==> src/rtl/result_streamer_pkg.sv <==
// result_streamer_pkg
// Shared definitions for the result streamer: FSM state encoding, the
// BRAM word size in bytes, and the width of the word counters.
package result_streamer_pkg;

    typedef enum logic [1:0] {
        IDLE  = 2'd0,
        RUN   = 2'd1,
        FLUSH = 2'd2,
        DONE  = 2'd3
    } state_t;

    // Byte stride between consecutive result words in the BRAM.
    localparam int WORD_BYTES = 4;

    // Wide enough to hold any packet length from 0 up to 1024 words.
    localparam int CNT_W = 11;

endpackage

==> src/rtl/result_streamer_fifo.sv <==
// stream_fifo2
// Two-entry synchronous FIFO with registered outputs. The head word sits in
// its own register, so o_data comes straight from a flop. Push and pop in
// the same cycle are legal at any occupancy, including when full.
//
// Ports:
//   clk, reset   clock, synchronous active-high reset (clears data too)
//   i_clear      empties the FIFO (stored data left as is)
//   i_push       write i_data this cycle
//   i_data       write data
//   i_pop        consume the head word (ignored when empty)
//   o_data       head word
//   o_valid      FIFO holds at least one word
//   o_count      occupancy, 0..2
module stream_fifo2 #(
    parameter int DATA_W = 32
) (
    input  logic              clk,
    input  logic              reset,
    input  logic              i_clear,
    input  logic              i_push,
    input  logic [DATA_W-1:0] i_data,
    input  logic              i_pop,
    output logic [DATA_W-1:0] o_data,
    output logic              o_valid,
    output logic [1:0]        o_count
);

    logic [DATA_W-1:0] r_head;
    logic [DATA_W-1:0] r_tail;
    logic [1:0]        r_count;

    always_ff @(posedge clk) begin
        if (reset) begin
            r_head  <= '0;
            r_tail  <= '0;
            r_count <= 2'd0;
        end else if (i_clear) begin
            r_count <= 2'd0;
        end else begin
            case (r_count)
                2'd0: begin
                    if (i_push) begin
                        r_head  <= i_data;
                        r_count <= 2'd1;
                    end
                end
                2'd1: begin
                    case ({i_push, i_pop})
                        2'b10: begin
                            r_tail  <= i_data;
                            r_count <= 2'd2;
                        end
                        2'b01: r_count <= 2'd0;
                        // Head leaves and the new word takes its place.
                        2'b11: r_head <= i_data;
                        default: ;
                    endcase
                end
                default: begin
                    // Full: a pop promotes the tail; a simultaneous push
                    // refills the tail slot in the same cycle.
                    case ({i_push, i_pop})
                        2'b01: begin
                            r_head  <= r_tail;
                            r_count <= 2'd1;
                        end
                        2'b11: begin
                            r_head <= r_tail;
                            r_tail <= i_data;
                        end
                        default: ;
                    endcase
                end
            endcase
        end
    end

    assign o_data  = r_head;
    assign o_valid = (r_count != 2'd0);
    assign o_count = r_count;

endmodule

==> src/rtl/result_streamer.sv <==
// result_streamer
// Once the gate stage raises start, reads N_WORDS result words from the MAC
// result BRAM and sends them out as a single AXI4-Stream packet. Words pass
// through untouched. Reads are credit-limited so that buffered plus
// in-flight words never exceed the two-entry output buffer. done reports
// completion and is held until start is released.
//
// Ports:
//   clk, reset   clock, synchronous active-high reset
//   start        level request from the gate stage
//   done         packet fully accepted; held until start falls
//   busy         packet in progress (RUN or FLUSH)
//   rd_en        BRAM read strobe
//   rd_addr      BRAM byte address (meaningful when rd_en=1)
//   rd_data      BRAM read data, valid one cycle after rd_en
//   m_tdata      stream data
//   m_tvalid     stream valid
//   m_tready     stream ready
//   m_tlast      final word of the packet
//   dbg_state    current FSM state
//
// Stream handshake: a word transfers on every cycle where m_tvalid and
// m_tready are both high. Once m_tvalid rises it stays high, with m_tdata
// unchanged, until that transfer happens; only reset may drop it early.
module result_streamer
    import result_streamer_pkg::*;
#(
    parameter int N_WORDS   = 6,
    parameter int BASE_ADDR = 0,
    parameter int ADDR_W    = 12,
    parameter int DATA_W    = 32
) (
    input  logic              clk,
    input  logic              reset,
    input  logic              start,
    output logic              done,
    output logic              busy,
    output logic              rd_en,
    output logic [ADDR_W-1:0] rd_addr,
    input  logic [DATA_W-1:0] rd_data,
    output logic [DATA_W-1:0] m_tdata,
    output logic              m_tvalid,
    input  logic              m_tready,
    output logic              m_tlast,
    output state_t            dbg_state
);

    localparam logic [CNT_W-1:0]  LP_N    = CNT_W'(N_WORDS);
    localparam logic [CNT_W-1:0]  LP_LAST = CNT_W'(N_WORDS - 1);
    localparam logic [ADDR_W-1:0] LP_BASE = ADDR_W'(BASE_ADDR);

    state_t            r_state;
    state_t            w_state_next;
    logic [CNT_W-1:0]  r_issued;
    logic [CNT_W-1:0]  r_accepted;
    logic              r_inflight;

    logic              w_rd_en;
    logic              w_pop;
    logic              w_clear;
    logic [1:0]        w_occ;
    logic              w_fifo_valid;
    logic [DATA_W-1:0] w_fifo_data;
    logic [2:0]        w_level;
    logic              w_last;

    stream_fifo2 #(
        .DATA_W (DATA_W)
    ) u_fifo (
        .clk     (clk),
        .reset   (reset),
        .i_clear (w_clear),
        .i_push  (r_inflight),
        .i_data  (rd_data),
        .i_pop   (w_pop),
        .o_data  (w_fifo_data),
        .o_valid (w_fifo_valid),
        .o_count (w_occ)
    );

    assign w_pop   = w_fifo_valid & m_tready;
    assign w_clear = (r_state == IDLE);
    assign w_last  = w_fifo_valid & (r_accepted == LP_LAST);

    // Words already committed to the buffer: stored plus the one whose read
    // data lands this cycle.
    assign w_level = {1'b0, w_occ} + {2'b00, r_inflight};

    always_comb begin
        w_state_next = r_state;
        w_rd_en      = 1'b0;
        case (r_state)
            IDLE: begin
                if (start) begin
                    w_state_next = RUN;
                end
            end
            RUN: begin
                // Read only if the word fits once this cycle's pop (if any)
                // frees a slot: level - pop < 2, written without subtraction.
                if ((r_issued < LP_N) && (w_level < (3'd2 + {2'b00, w_pop}))) begin
                    w_rd_en = 1'b1;
                end
                if (w_rd_en && (r_issued == LP_LAST)) begin
                    w_state_next = FLUSH;
                end
            end
            FLUSH: begin
                if (w_pop && w_last) begin
                    w_state_next = DONE;
                end
            end
            DONE: begin
                if (!start) begin
                    w_state_next = IDLE;
                end
            end
            default: w_state_next = IDLE;
        endcase
    end

    always_ff @(posedge clk) begin
        if (reset) begin
            r_state    <= IDLE;
            r_issued   <= '0;
            r_accepted <= '0;
            r_inflight <= 1'b0;
        end else begin
            r_state    <= w_state_next;
            r_inflight <= w_rd_en;
            if (w_clear) begin
                r_issued   <= '0;
                r_accepted <= '0;
            end else begin
                if (w_rd_en) begin
                    r_issued <= r_issued + CNT_W'(1);
                end
                if (w_pop) begin
                    r_accepted <= r_accepted + CNT_W'(1);
                end
            end
        end
    end

    assign done      = (r_state == DONE);
    assign busy      = (r_state == RUN) || (r_state == FLUSH);
    assign rd_en     = w_rd_en;
    assign rd_addr   = LP_BASE + ADDR_W'(r_issued) * ADDR_W'(WORD_BYTES);
    assign m_tdata   = w_fifo_data;
    assign m_tvalid  = w_fifo_valid;
    assign m_tlast   = w_last;
    assign dbg_state = r_state;

endmodule

==> config.mk <==
export PLATFORM = sky130hd
export DESIGN_NAME = result_streamer
export DESIGN_NICKNAME = d
export VERILOG_FILES = /design/src/rtl/result_streamer_pkg.sv /design/src/rtl/result_streamer_fifo.sv /design/src/rtl/result_streamer.sv
export SDC_FILE = /design/constraint.sdc
export NUM_CORES = 1
export LEC_CHECK = 0
export CORE_MARGIN = 1.5
export CORE_UTILIZATION = 50
export CTS_BUF_LIST = sky130_fd_sc_hd__clkbuf_8 sky130_fd_sc_hd__clkbuf_16
export DETAILED_ROUTE_END_ITERATION = 7
export PLACE_DENSITY = 0.82
export SLEW_MARGIN = 20
export SYNTH_ARGS = -nofsm -noshare
export SYNTH_HDL_FRONTEND = slang
export SYNTH_SLANG_ARGS = --single-unit
==> constraint.sdc <==
create_clock -name clk -period 2.5 [get_ports clk]
set_input_delay 0.5 -clock clk [delete_from_list [all_inputs] [get_ports clk]]
set_output_delay 0.5 -clock clk [all_outputs]
set_load 0.02 [all_outputs]
==> metrics.csv, run 1 <==
stage,metric,value,unit
run_status,run status,"finished, final reports clean",
finish,area delta synth->final,29.74,%
timing,min Tclk post-route,2.413,ns
setup_path,data arrival time of the worst path,1.91,ns
detailed_routing,Initial DRC Count,96,
logic_synthesis,#FFs+latches synth,91,
global_routing,largest net degree at the start of global routing,65,
timing,Final Hold Vio Count,0,
power_and_ir_drop,Pleak,1.703,nW
clock_network,Hold Buf Count CTS,0,
placed_design,Port Buffer Count,84,
setup_path,CP startpoint kind,flop,
power_and_ir_drop,peak supply drop,0.4126,mV
timing,fmax,0.4144,GHz
logic_synthesis,ys flop type,dfxtp_1,
setup_path,CP Data Required Time,2.00,ns
timing,unrepaired setup endpoints after global routing,no,
finish,multi-input logic area,1838,sq um
clock_network,setup bufs post-CTS,0,
finish,Seq. cell area,1823,sq um
die,Initial Utilization,0.5246,
setup_path,crit end category,output port,
logic_synthesis,register area share after synthesis,0.4712,
finish,"leading cell type in the layout, fill and taps excluded",dfxtp_1,
placed_design,Inst Count DP,565,
detailed_routing,DRC,0,
clock_network,CTS buffer count,9,
timing,Max Slew Vio Count,0,
logic_synthesis,Syn Inst Count,397,
global_routing,initial antenna violation count,0,
logic_synthesis,"Avg Cell Area, Syn",9.739,sq um
setup_path,Crit path largest cell delay,0.54,ns
finish,Fillers,586,
placed_design,dpl ws,-0.2246,ns
detailed_routing,Pre-antenna DRT Iters,4,
detailed_routing,WL per Instance,13.33,microns
timing,worst clock skew,0.007978,ns
detailed_routing,via count,2979,
setup_path,kind of critical path,flop to output port,
global_routing,vias in the first global route,2891,
setup_path,crit-path cells,or4_1 -> or4_4 -> inv_1 -> buf_4,
timing,post-route setup slack,0.08658,ns
clock_network,Resized Gates After CTS,5,
logic_synthesis,"FFs w/ async S/R, synth",0,
global_routing,first-pass GRT wire length,13300,microns
min_path,HP Class,flop to flop,
finish,"commonest cells after routing, fill and taps aside","90 x dfxtp_1, 82 x nor2_1, 81 x clkdlybuf4s50_1",
placed_design,routability congestion estimate,0.7977,
die,Die Area,8269,sq um
clock_network,CTS Sinks,91,
die,Die X,90.94,microns
die,Vert. Die Dim,90.94,microns
logic_synthesis,"Distinct cells, synth",42,
finish,nets,523,
power_and_ir_drop,total power after layout,3.699,mW
timing,# setup viols final,0,
clock_network,clk buf depth,2,
run,maxcap violations,0,
global_routing,GRT Overall Usage,0.1938,
logic_synthesis,YS warnings,0,
die,# rows,31,
clock_network,TritonCTS clock tree,done,
finish,n_diodes,0,
finish,share of layout cells above drive strength 1,0.1037,
logic_synthesis,Post-synth EDFFs,0,
detailed_routing,vias per std cell,5.127,
timing,fin crit share,0.9654,
setup_path,Worst Path Max Fanout,2,
detailed_routing,Total Wirelength,7745,microns
clock_network,Clock Latency Late Sink,0.34,ns
die,IO Count,87,
detailed_routing,Final ANT Viol Nets,0,
placed_design,Final HPWL DP,5335,microns
clock_network,Root Driver,clkbuf_8,
global_routing,total global routing overflow,0,
clock_network,CTS clock-pin slew for the worst setup and hold paths,0.08,ns
finish,Layout Cells excl Fill,581,
clock_network,H-tree depth,3,
power_and_ir_drop,total power per unit cell area,737.4,nW/um^2
die,core area,7370,sq um
setup_path,Critical Path Slowest Stage Cell,or4_4,
logic_synthesis,Mapped Area,3866,sq um
-- layer usage --
metal	vias up	GRT usage	share of wire
met4	0	0.03516	0.0056
met5	-	0	0
met3	6	0.05025	0.044
met2	58	0.3246	0.47
li1	1522	-	-
met1	1393	0.2536	0.48
-- layout make-up --
cell class	count	share of cell area
Clock buffer	10	0.02744
Clock inverter	6	0.01297
Inverter	10	0.007483
Multi-Input combinational cell	261	0.3664
Sequential cell	91	0.3634
Tap cell	99	0.02469
Timing Repair Buffer	104	0.1976
-- cell usage after synthesis, drive strengths merged (2+ instances only) --
master	count	share of area
inv	10	0.0097
o21ai	3	0.0039
nand2	5	0.0055
mux2i	65	0.17
nor4	2	0.0032
nand4	3	0.0049
clkbuf	19	0.018
and2	8	0.013
nor2	82	0.080
xnor2	7	0.016
nor3b	2	0.0039
xor2	5	0.011
a211oi	36	0.071
nor3	4	0.0052
dfxtp	91	0.47
a21oi	5	0.0074
and3	2	0.0036
nand3	4	0.0052
buf	17	0.029
ha	10	0.032
nand2b	2	0.0032
or4	3	0.0078
-- critical path, delay by kind of cell (launching register included) --
| family | cells | cell delay, ns |
|---|---|---|
| buffers and inverters | 2 | 0.20 |
| flip-flops | 1 | 0.32 |
| AND/OR/NAND/NOR | 2 | 1.06 |
-- kinds of logic after synthesis --
group	share of synthesized area
flops	0.4712
other cells	0.0009699
xor+xnor	0.02718
compound gates	0.1013
simple gates	0.1382
fa+ha+maj	0.03236
buf+inv	0.05760
mux	0.1712
-- through the flow --
step	cell area [sq um]	hold WS, ns	utilization	setup TNS, ns
3_3_place_gp	4821	0.4483	0.6542	-0.2100
5_1_grt	5016	0.5044	0.6806	0
3_5_place_dp	4821	0.4516	0.6542	-0.2289
4_1_cts	5017	0.4787	0.6808	0
2_1_floorplan	3870	0.4312	-	0
6_report	5016	0.4749	0.6806	0
-- final timing paths --
path,cells after the start,slack [ns],endpoint,from
max reg2reg,6,0.44,dbg_state[0],r_accepted[7]
min reg2reg,1,0.47,r_issued[10],r_issued[10]
min,1,0.47,r_issued[10],r_issued[10]
max,4,0.09,m_tlast,r_accepted[7]
-- where the power goes --
group / switching, mW / internal (mW) / total, mW
combinational: 0.571 / 0.486 / 1.06
clock: 0.510 / 0.490 / 1.00
sequential: 0.0789 / 1.56 / 1.64
total: 1.16 / 2.54 / 3.70
-- registers in the layout (all words and copies together), names as in the netlist --
name            flops
u_fifo.o_count      2
u_fifo.o_data      32
u_fifo.r_tail      32
r_accepted         11
r_inflight          1
dbg_state           2
r_issued           11
Power figures use the tool's default switching activity.
==> run 2: changes to the inputs <==
--- a/config.mk
+++ b/config.mk
@@ -6,11 +6,11 @@
 export NUM_CORES = 1
 export LEC_CHECK = 0
 export CORE_MARGIN = 1.5
-export CORE_UTILIZATION = 50
+export CORE_UTILIZATION = 45
 export CTS_BUF_LIST = sky130_fd_sc_hd__clkbuf_8 sky130_fd_sc_hd__clkbuf_16
 export DETAILED_ROUTE_END_ITERATION = 7
-export PLACE_DENSITY = 0.82
-export SLEW_MARGIN = 20
+export PLACE_DENSITY = 0.79
+export SLEW_MARGIN = 30
 export SYNTH_ARGS = -nofsm -noshare
 export SYNTH_HDL_FRONTEND = slang
 export SYNTH_SLANG_ARGS = --single-unit
==> constraint.sdc (replaced) <==
create_clock -name clk -period 2 [get_ports clk]
set_input_delay 0.4 -clock clk [delete_from_list [all_inputs] [get_ports clk]]
set_output_delay 0.4 -clock clk [all_outputs]
set_load 0.01 [all_outputs]
==> run 2 against run 1 <==
The run now ends with setup timing left. First-iteration DRC count down 9.4%. Global-route usage down 0.21 points. Final cell count up 4.1%. Total power up 30%. Worst hold slack worse by 0.0016 ns. Clock power up 43%. Utilization down 3.7 points. Clock skew up 0.00050 ns. Count of clock-buffer cells in the layout unchanged. Via count up 4.7%. Worst setup slack worse by 0.39 ns. Largest power group unchanged. Highest routed layer unchanged.
==> metrics.csv, run 2 (synthesized netlist as in run 1, its figures left out) <==
stage,metric,value,unit,change
placed_design,Inst Count DP,585,,+3.5%
power_and_ir_drop,peak supply drop,0.5176,mV,+25%
die,Die X,95.69,microns,+5.2%
clock_network,Clock Latency Late Sink,0.36,ns,+0.02 ns
clock_network,CTS Sinks,91,,unchanged
finish,"leading cell type in the layout, fill and taps excluded",dfxtp_1,,
detailed_routing,Total Wirelength,8494,microns,+9.7%
setup_path,r2r startpoint,r_accepted[6],,
global_routing,largest net degree at the start of global routing,65,,unchanged
placed_design,Final HPWL DP,5782,microns,+8.4%
power_and_ir_drop,Seq pwr share,0.426,,-0.018
global_routing,first-pass GRT wire length,13590,microns,+2.2%
setup_path,crit end category,output port,,
finish,nets,541,,+3.4%
die,core area,8258,sq um,+12%
die,Initial Utilization,0.4682,,-0.05644
placed_design,Port Buffer Count,84,,unchanged
clock_network,Root Driver,clkbuf_8,,
global_routing,total global routing overflow,0,,unchanged
finish,area delta synth->final,37.44,%,
power_and_ir_drop,Comb pwr share,0.276,,-0.010
detailed_routing,Pre-antenna DRT Iters,4,,unchanged
global_routing,vias in the first global route,2954,,+2.2%
clock_network,clk buf depth,2,,unchanged
clock_network,H-tree depth,3,,unchanged
placed_design,routability congestion estimate,0.8149,,+2.2%
timing,# setup viols final,4,,+4
run_status,failing checks,setup timing,,
detailed_routing,WL per Instance,14.04,microns,+5.3%
clock_network,TritonCTS clock tree,done,,
global_routing,M3 GR Usage,0.06477,,+0.01452
setup_path,kind of critical path,flop to output port,,
setup_path,Worst Path Max Fanout,2,,unchanged
detailed_routing,DRC,0,,unchanged
detailed_routing,Initial DRC Count,87,,-9.4%
setup_path,CP Data Required Time,1.60,ns,-0.40 ns
finish,share of layout cells above drive strength 1,0.1680,,+0.06427
setup_path,data arrival time of the worst path,1.90,ns,about the same
timing,unrepaired setup endpoints after global routing,yes,,
clock_network,CTS buffer count,9,,unchanged
finish,Layout Cells excl Fill,605,,+4.1%
timing,Max Slew Vio Count,0,,unchanged
setup_path,worst r2r dst,dbg_state[0],,
power_and_ir_drop,internal power,3.399,mW,+34%
power_and_ir_drop,Pleak,1.854,nW,+8.9%
global_routing,met2 Track Usage GR,0.3128,,-0.01183
timing,Final Hold Vio Count,0,,unchanged
setup_path,Reg2Reg Setup Slack,-0.18,ns,-0.62 ns
timing,fmax,0.4350,GHz,
clock_network,CTS clock-pin slew for the worst setup and hold paths,0.09,ns,about the same
power_and_ir_drop,Net Sw Frac,0.2921,,-0.02150
global_routing,GRT Overall Usage,0.1917,,-0.002144
timing,setup TNS,-0.6780,ns,-0.6780 ns
detailed_routing,via count,3120,,+4.7%
timing,fin crit share,1.149,,
setup_path,CP startpoint kind,flop,,
run_status,run status,"finished, violations left",,
run,maxcap violations,0,,unchanged
setup_path,CP startpoint,r_accepted[6],,
min_path,HP Class,flop to flop,,
timing,worst clock skew,0.008478,ns,+0.0005003 ns
timing,min Tclk post-route,2.299,ns,
finish,n_diodes,0,,unchanged
power_and_ir_drop,clock power share,0.298,,+0.028
die,IO Count,87,,unchanged
die,Die Area,9157,sq um,+11%
global_routing,M1 GR Usage,0.2381,,-0.01542
setup_path,Reg2Reg Depth,7,,+1
die,# rows,33,,+6.5%
global_routing,busiest metal layer after global routing,met2,,
detailed_routing,Final ANT Viol Nets,0,,unchanged
power_and_ir_drop,total power per unit cell area,903.5,nW/um^2,+23%
finish,"commonest cells after routing, fill and taps aside","84 x dfxtp_1, 81 x nor2_1, 78 x clkdlybuf4s50_1",,
global_routing,initial antenna violation count,0,,unchanged
detailed_routing,vias per std cell,5.157,,+0.58%
setup_path,CP Capture Point,m_tlast,,
power_and_ir_drop,switching pwr,1.402,mW,+21%
timing,post-route setup slack,-0.2987,ns,-0.3853 ns
die,Vert. Die Dim,95.69,microns,+5.2%
[run 2: per-layer routing]
layer / wire length (microns) / up-vias / part of all wire
li1: - / 1558 / -
met1: 3838 / 1480 / 0.45
met2: 4052 / 72 / 0.48
met3: 489 / 10 / 0.058
met4: 113 / 0 / 0.013
met5: 0 / - / 0
[run 2: worst min path at each step]
stage	cells after the start	start	to	slack, ns
6_report	1	r_issued[10]	r_issued[10]	0.47
5_1_grt	2	reset	u_fifo.r_tail[20]	0.48
4_1_cts	2	reset	u_fifo.r_tail[26]	0.46
3_5_place_dp	1	r_issued[10]	r_issued[10]	0.45
3_3_place_gp	1	r_issued[10]	r_issued[10]	0.45
2_1_floorplan	1	r_issued[10]	r_issued[10]	0.43
[run 2: area by class of cell]
cell class	count	area, sq um
sequential	91	1831
inverter	10	37.54
clock buffer	10	137.6
fill	674	2944
clock inverter	6	96.34
timing repair buffer	122	1190
tap	105	131.4
multi-input combinational	261	1891
[run 2: critical path, stage by stage (launching register included)]
cell and delay, ns:
dfxtp_1 0.32, or4_4 0.52, or4_4 0.55, inv_2 0.07, buf_6 0.09
[run 2: power by group through the flow]
stage / Sequential [mW] / Combinational [mW] / Clock [mW]
floorplan: 2.14 / 0.579 / 0
global route: 2.07 / 1.45 / 1.55
detailed placement: 2.08 / 1.28 / 0
global placement: 2.08 / 1.25 / 0
CTS: 2.04 / 1.27 / 1.48
finish: 2.05 / 1.33 / 1.43
[run 2: stage by stage]
| step | total power [mW] | utilization | hold WS (ns) | cell area, sq um | setup WS [ns] |
|---|---|---|---|---|---|
| global placement | 3.322 | 0.6020 | 0.4489 | 4971 | -0.4476 |
| floorplan | 2.724 | - | 0.4312 | 3870 | 0.1158 |
| detailed placement | 3.357 | 0.6020 | 0.4451 | 4971 | -0.4722 |
| CTS | 4.791 | 0.6344 | 0.4582 | 5239 | -0.3069 |
| finish | 4.801 | 0.6435 | 0.4733 | 5314 | -0.2987 |
| global route | 5.070 | 0.6435 | 0.4765 | 5314 | -0.3425 |
[run 2: timing repair]
| action | in CTS | in global routing |
|---|---|---|
| hold buffers | 0 | 0 |
| gates resized for setup | 22 | 14 |
| pin swaps | 4 | 4 |
| endpoints found under the setup margin | 37 | 39 |
| buffers inserted | 2 | 2 |
| endpoints found under the hold margin | 0 | 0 |
==> run 3: changes to the inputs <==
--- a/config.mk
+++ b/config.mk
@@ -6,11 +6,12 @@
 export NUM_CORES = 1
 export LEC_CHECK = 0
 export CORE_MARGIN = 1.5
-export CORE_UTILIZATION = 45
+export CORE_UTILIZATION = 46
 export CTS_BUF_LIST = sky130_fd_sc_hd__clkbuf_8 sky130_fd_sc_hd__clkbuf_16
 export DETAILED_ROUTE_END_ITERATION = 7
 export PLACE_DENSITY = 0.79
 export SLEW_MARGIN = 30
 export SYNTH_ARGS = -nofsm -noshare
 export SYNTH_HDL_FRONTEND = slang
+export SYNTH_HIERARCHICAL = 1
 export SYNTH_SLANG_ARGS = --single-unit
==> run 3 against run 2 <==
The flow still finishes with violations (setup timing). First-iteration DRC count grew 55%. Clock skew increased by 0.0016 ns. Via count fell by 0.74%. Register-to-register slack gained 0.25 ns. Fmax increased by 9.8%. Sequential share of layout area shrank 0.22 points. Largest power group unchanged. Highest routed layer unchanged. Non-clock buffer count is 8 lower. Sequential power is essentially flat.
==> metrics.csv, run 3 <==
stage,metric,value,unit,change
run_status,run status,"finished, violations left",,
run_status,failing checks,setup timing,,
logic_synthesis,Yosys top cell by area,dfxtp_1,,
finish,n_diodes,0,,unchanged
timing,Final Hold Vio Count,0,,unchanged
placed_design,Port Buffer Count,84,,unchanged
power_and_ir_drop,total power after layout,4.837,mW,+0.74%
clock_network,clk buf depth,2,,unchanged
clock_network,H-tree depth,3,,unchanged
timing,# setup viols final,1,,-3
setup_path,CP startpoint kind,flop,,
detailed_routing,via count,3097,,-0.74%
die,core area,8636,sq um,+4.6%
setup_path,Worst path depth,5,,+1
logic_synthesis,"top cells by count, synth","91 x dfxtp_1, 35 x mux2i_1, 34 x a21oi_1",,
placed_design,Final HPWL DP,6164,microns,+6.6%
placed_design,routability congestion estimate,0.7719,,-5.3%
timing,fmax,0.4777,GHz,+9.8%
logic_synthesis,Post-synth EDFFs,0,,unchanged
finish,"commonest cells after routing, fill and taps aside","88 x dfxtp_1, 79 x clkdlybuf4s50_1, 35 x mux2i_1",,
logic_synthesis,#FFs+latches synth,91,,unchanged
finish,Seq. cell area,1826,sq um,-0.27%
timing,worst clock skew,0.01010,ns,+0.001622 ns
global_routing,total global routing overflow,0,,unchanged
logic_synthesis,Mapped Area,4055,sq um,+4.9%
logic_synthesis,multiplexer share of the synthesized area,0.08639,,-0.08480
logic_synthesis,area share of fa/ha/maj cells after synthesis,0.03085,,-0.001508
logic_synthesis,"Avg Cell Area, Syn",10.84,sq um,+11%
logic_synthesis,"FFs w/ async S/R, synth",0,,unchanged
setup_path,CP Data Required Time,1.60,ns,about the same
die,IO Count,87,,unchanged
global_routing,largest net degree at the start of global routing,41,,-37%
detailed_routing,Total Wirelength,9130,microns,+7.5%
clock_network,Root Driver,clkbuf_8,,
timing,unrepaired setup endpoints after global routing,yes,,
detailed_routing,Initial DRC Count,135,,+55%
power_and_ir_drop,Pleak,1.953,nW,+5.4%
power_and_ir_drop,total power per unit cell area,907.0,nW/um^2,+0.39%
finish,area delta synth->final,31.50,%,
timing,fin crit share,1.047,,-0.1027
logic_synthesis,leading cell types by total area after synthesis,"dfxtp_1 45%, a211oi_2 9.3%, mux2i_1 8.6%",,
finish,"leading cell type in the layout, fill and taps excluded",dfxtp_1,,
die,Die X,96.89,microns,+1.3%
die,Die Area,9388,sq um,+2.5%
clock_network,Clock Latency Late Sink,0.35,ns,about the same
finish,share of layout cells above drive strength 1,0.2167,,+0.04874
finish,Layout Cells excl Fill,574,,-5.1%
min_path,HP Class,input port to flop,,
clock_network,TritonCTS clock tree,done,,
detailed_routing,vias per std cell,5.395,,+4.6%
min_path,hold depth,2,,+1
setup_path,Crit path largest cell delay,0.54,ns,about the same
logic_synthesis,YS warnings,6,,+6
setup_path,kind of critical path,flop to output port,,
setup_path,crit-path cells,or4_4 -> nor4_4 -> nand3_2 -> clkinv_2 -> buf_6,,
logic_synthesis,register area share after synthesis,0.4492,,-0.02195
global_routing,GRT Overall Usage,0.1995,,+0.007776
setup_path,crit end category,output port,,
timing,post-route setup slack,-0.09344,ns,+0.2053 ns
global_routing,initial antenna violation count,0,,unchanged
logic_synthesis,area share of the largest cell type after synthesis,0.4492,,-0.02195
finish,multi-input logic area,1979,sq um,+4.7%
clock_network,CTS Sinks,91,,unchanged
clock_network,setup bufs post-CTS,0,,-2
run,maxcap violations,0,,unchanged
die,Vert. Die Dim,96.89,microns,+1.3%
global_routing,first-pass GRT wire length,15390,microns,+13%
logic_synthesis,ys flop type,dfxtp_1,,
logic_synthesis,Compound-Gate Fraction of Synth Area,0.2413,,+0.1400
logic_synthesis,"Distinct cells, synth",52,,+24%
finish,nets,507,,-6.3%
logic_synthesis,combinational family with the most area after synthesis,compound AO/OA/AOI/OAI gates,,
clock_network,CTS buffer count,9,,unchanged
global_routing,vias in the first global route,3185,,+7.8%
placed_design,Inst Count DP,558,,-4.6%
detailed_routing,WL per Instance,15.91,microns,+13%
finish,Fillers,729,,+8.2%
setup_path,Top Family by Delay on Critical Path,simple AND/OR/NAND/NOR gates,,
timing,Max Slew Vio Count,0,,unchanged
setup_path,data arrival time of the worst path,1.69,ns,-0.21 ns
power_and_ir_drop,peak supply drop,0.5368,mV,+3.7%
logic_synthesis,Syn Inst Count,374,,-5.8%
detailed_routing,DRC,0,,unchanged
logic_synthesis,xor/xnor cell area share of the yosys netlist,0.02160,,-0.005586
setup_path,Worst Path Max Fanout,2,,unchanged
logic_synthesis,Synth Area in Simple Gates,0.09565,,-0.04254
detailed_routing,Pre-antenna DRT Iters,4,,unchanged
setup_path,Critical Path Slowest Stage Cell,or4_4,,
timing,min Tclk post-route,2.093,ns,-0.2053 ns
logic_synthesis,top-count cell post-synth,dfxtp_1,,
setup_path,Crit path buffers/inverters,2,,unchanged
setup_path,Reg2Reg Depth,9,,+2
die,# rows,34,,+3.0%
detailed_routing,Final ANT Viol Nets,0,,unchanged
die,Initial Utilization,0.4696,,+0.001392
clock_network,CTS clock-pin slew for the worst setup and hold paths,0.09,ns,about the same
placed_design,dpl ws,-0.2375,ns,+0.2347 ns
[run 3: changes by cell type after synthesis, moves of 4 or more]
cell	before	now
buf_2	4	11
xor2_1	5	9
buf_6	0	7
nor2_1	82	13
a21oi_1	4	34
xnor2_1	7	1
clkbuf_1	19	5
a211oi_2	1	30
mux2i_1	65	35
a22o_1	0	32
a211oi_1	35	4
nor2b_1	0	4
[run 3: per-stage QoR]
stage               instance area [sq um]    util  hold WS (ns)  setup TNS, ns
global placement                     5056  0.5855        0.4589        -0.3531
global route                         5333  0.6175        0.3280        -0.2058
floorplan                            4085       -        0.4454              0
detailed placement                   5056  0.5855        0.4664         -1.106
CTS                                  5319  0.6159        0.3065        -0.1236
finish                               5333  0.6175        0.3247       -0.09344
[run 3: metal layers]
metal | track usage | share of wire | up-vias
li1 | - | - | 1517
met1 | 0.2523 | 0.46 | 1491
met2 | 0.3362 | 0.49 | 79
met3 | 0.05130 | 0.041 | 10
met4 | 0.05574 | 0.012 | 0
met5 | 0 | 0 | -
[run 3: logic make-up (layout without fill, tap and decap cells)]
group,Yosys count,after routing
compound gates,116,116
flops,91,91
simple gates,64,64
buf+inv,47,138
mux,35,35
fa+ha+maj,10,10
xor+xnor,10,10
other cells,1,2
[run 3: layout make-up]
cell class / count / share of cell area
repair buffers: 114 / 0.2086
clock inverters: 6 / 0.02088
multi-input cells: 237 / 0.3712
inverters: 8 / 0.005866
flip-flops and latches: 91 / 0.3423
clock buffers: 10 / 0.02581
well taps: 108 / 0.02534
[run 3: repair_timing]
action / in CTS / in global routing
hold buffers: 0 / 0
resized for setup: 15 / 4
pin swaps: 4 / 0
setup endpoints to repair: 3 / 4
[run 3: where the power goes]
| group | switching, mW | internal (mW) |
|---|---|---|
| Sequential | 0.0811 | 1.94 |
| Combinational | 0.637 | 0.656 |
| Clock | 0.658 | 0.867 |
[run 3: worst reg2reg max path, delay by kind of cell, from the launching register on]
kind | cells | cell delay, ns
DFF | 1 | 0.33
AOI/OAI and AO/OA | 2 | 0.42
buffers and inverters | 4 | 0.50
and+or+nand+nor | 3 | 0.58
[run 3: path summary, 6_finish.rpt]
| check | from | to | slack, ns |
|---|---|---|---|
| worst max-delay path | r_issued[9] | rd_en | -0.09 |
| worst min-delay path | reset | r_inflight | 0.32 |
| worst max register to register | u_fifo/o_count[0] | u_fifo/r_tail[31] | 0.07 |
| worst min register to register | u_fifo/r_tail[6] | u_fifo/r_tail[6] | 0.49 |
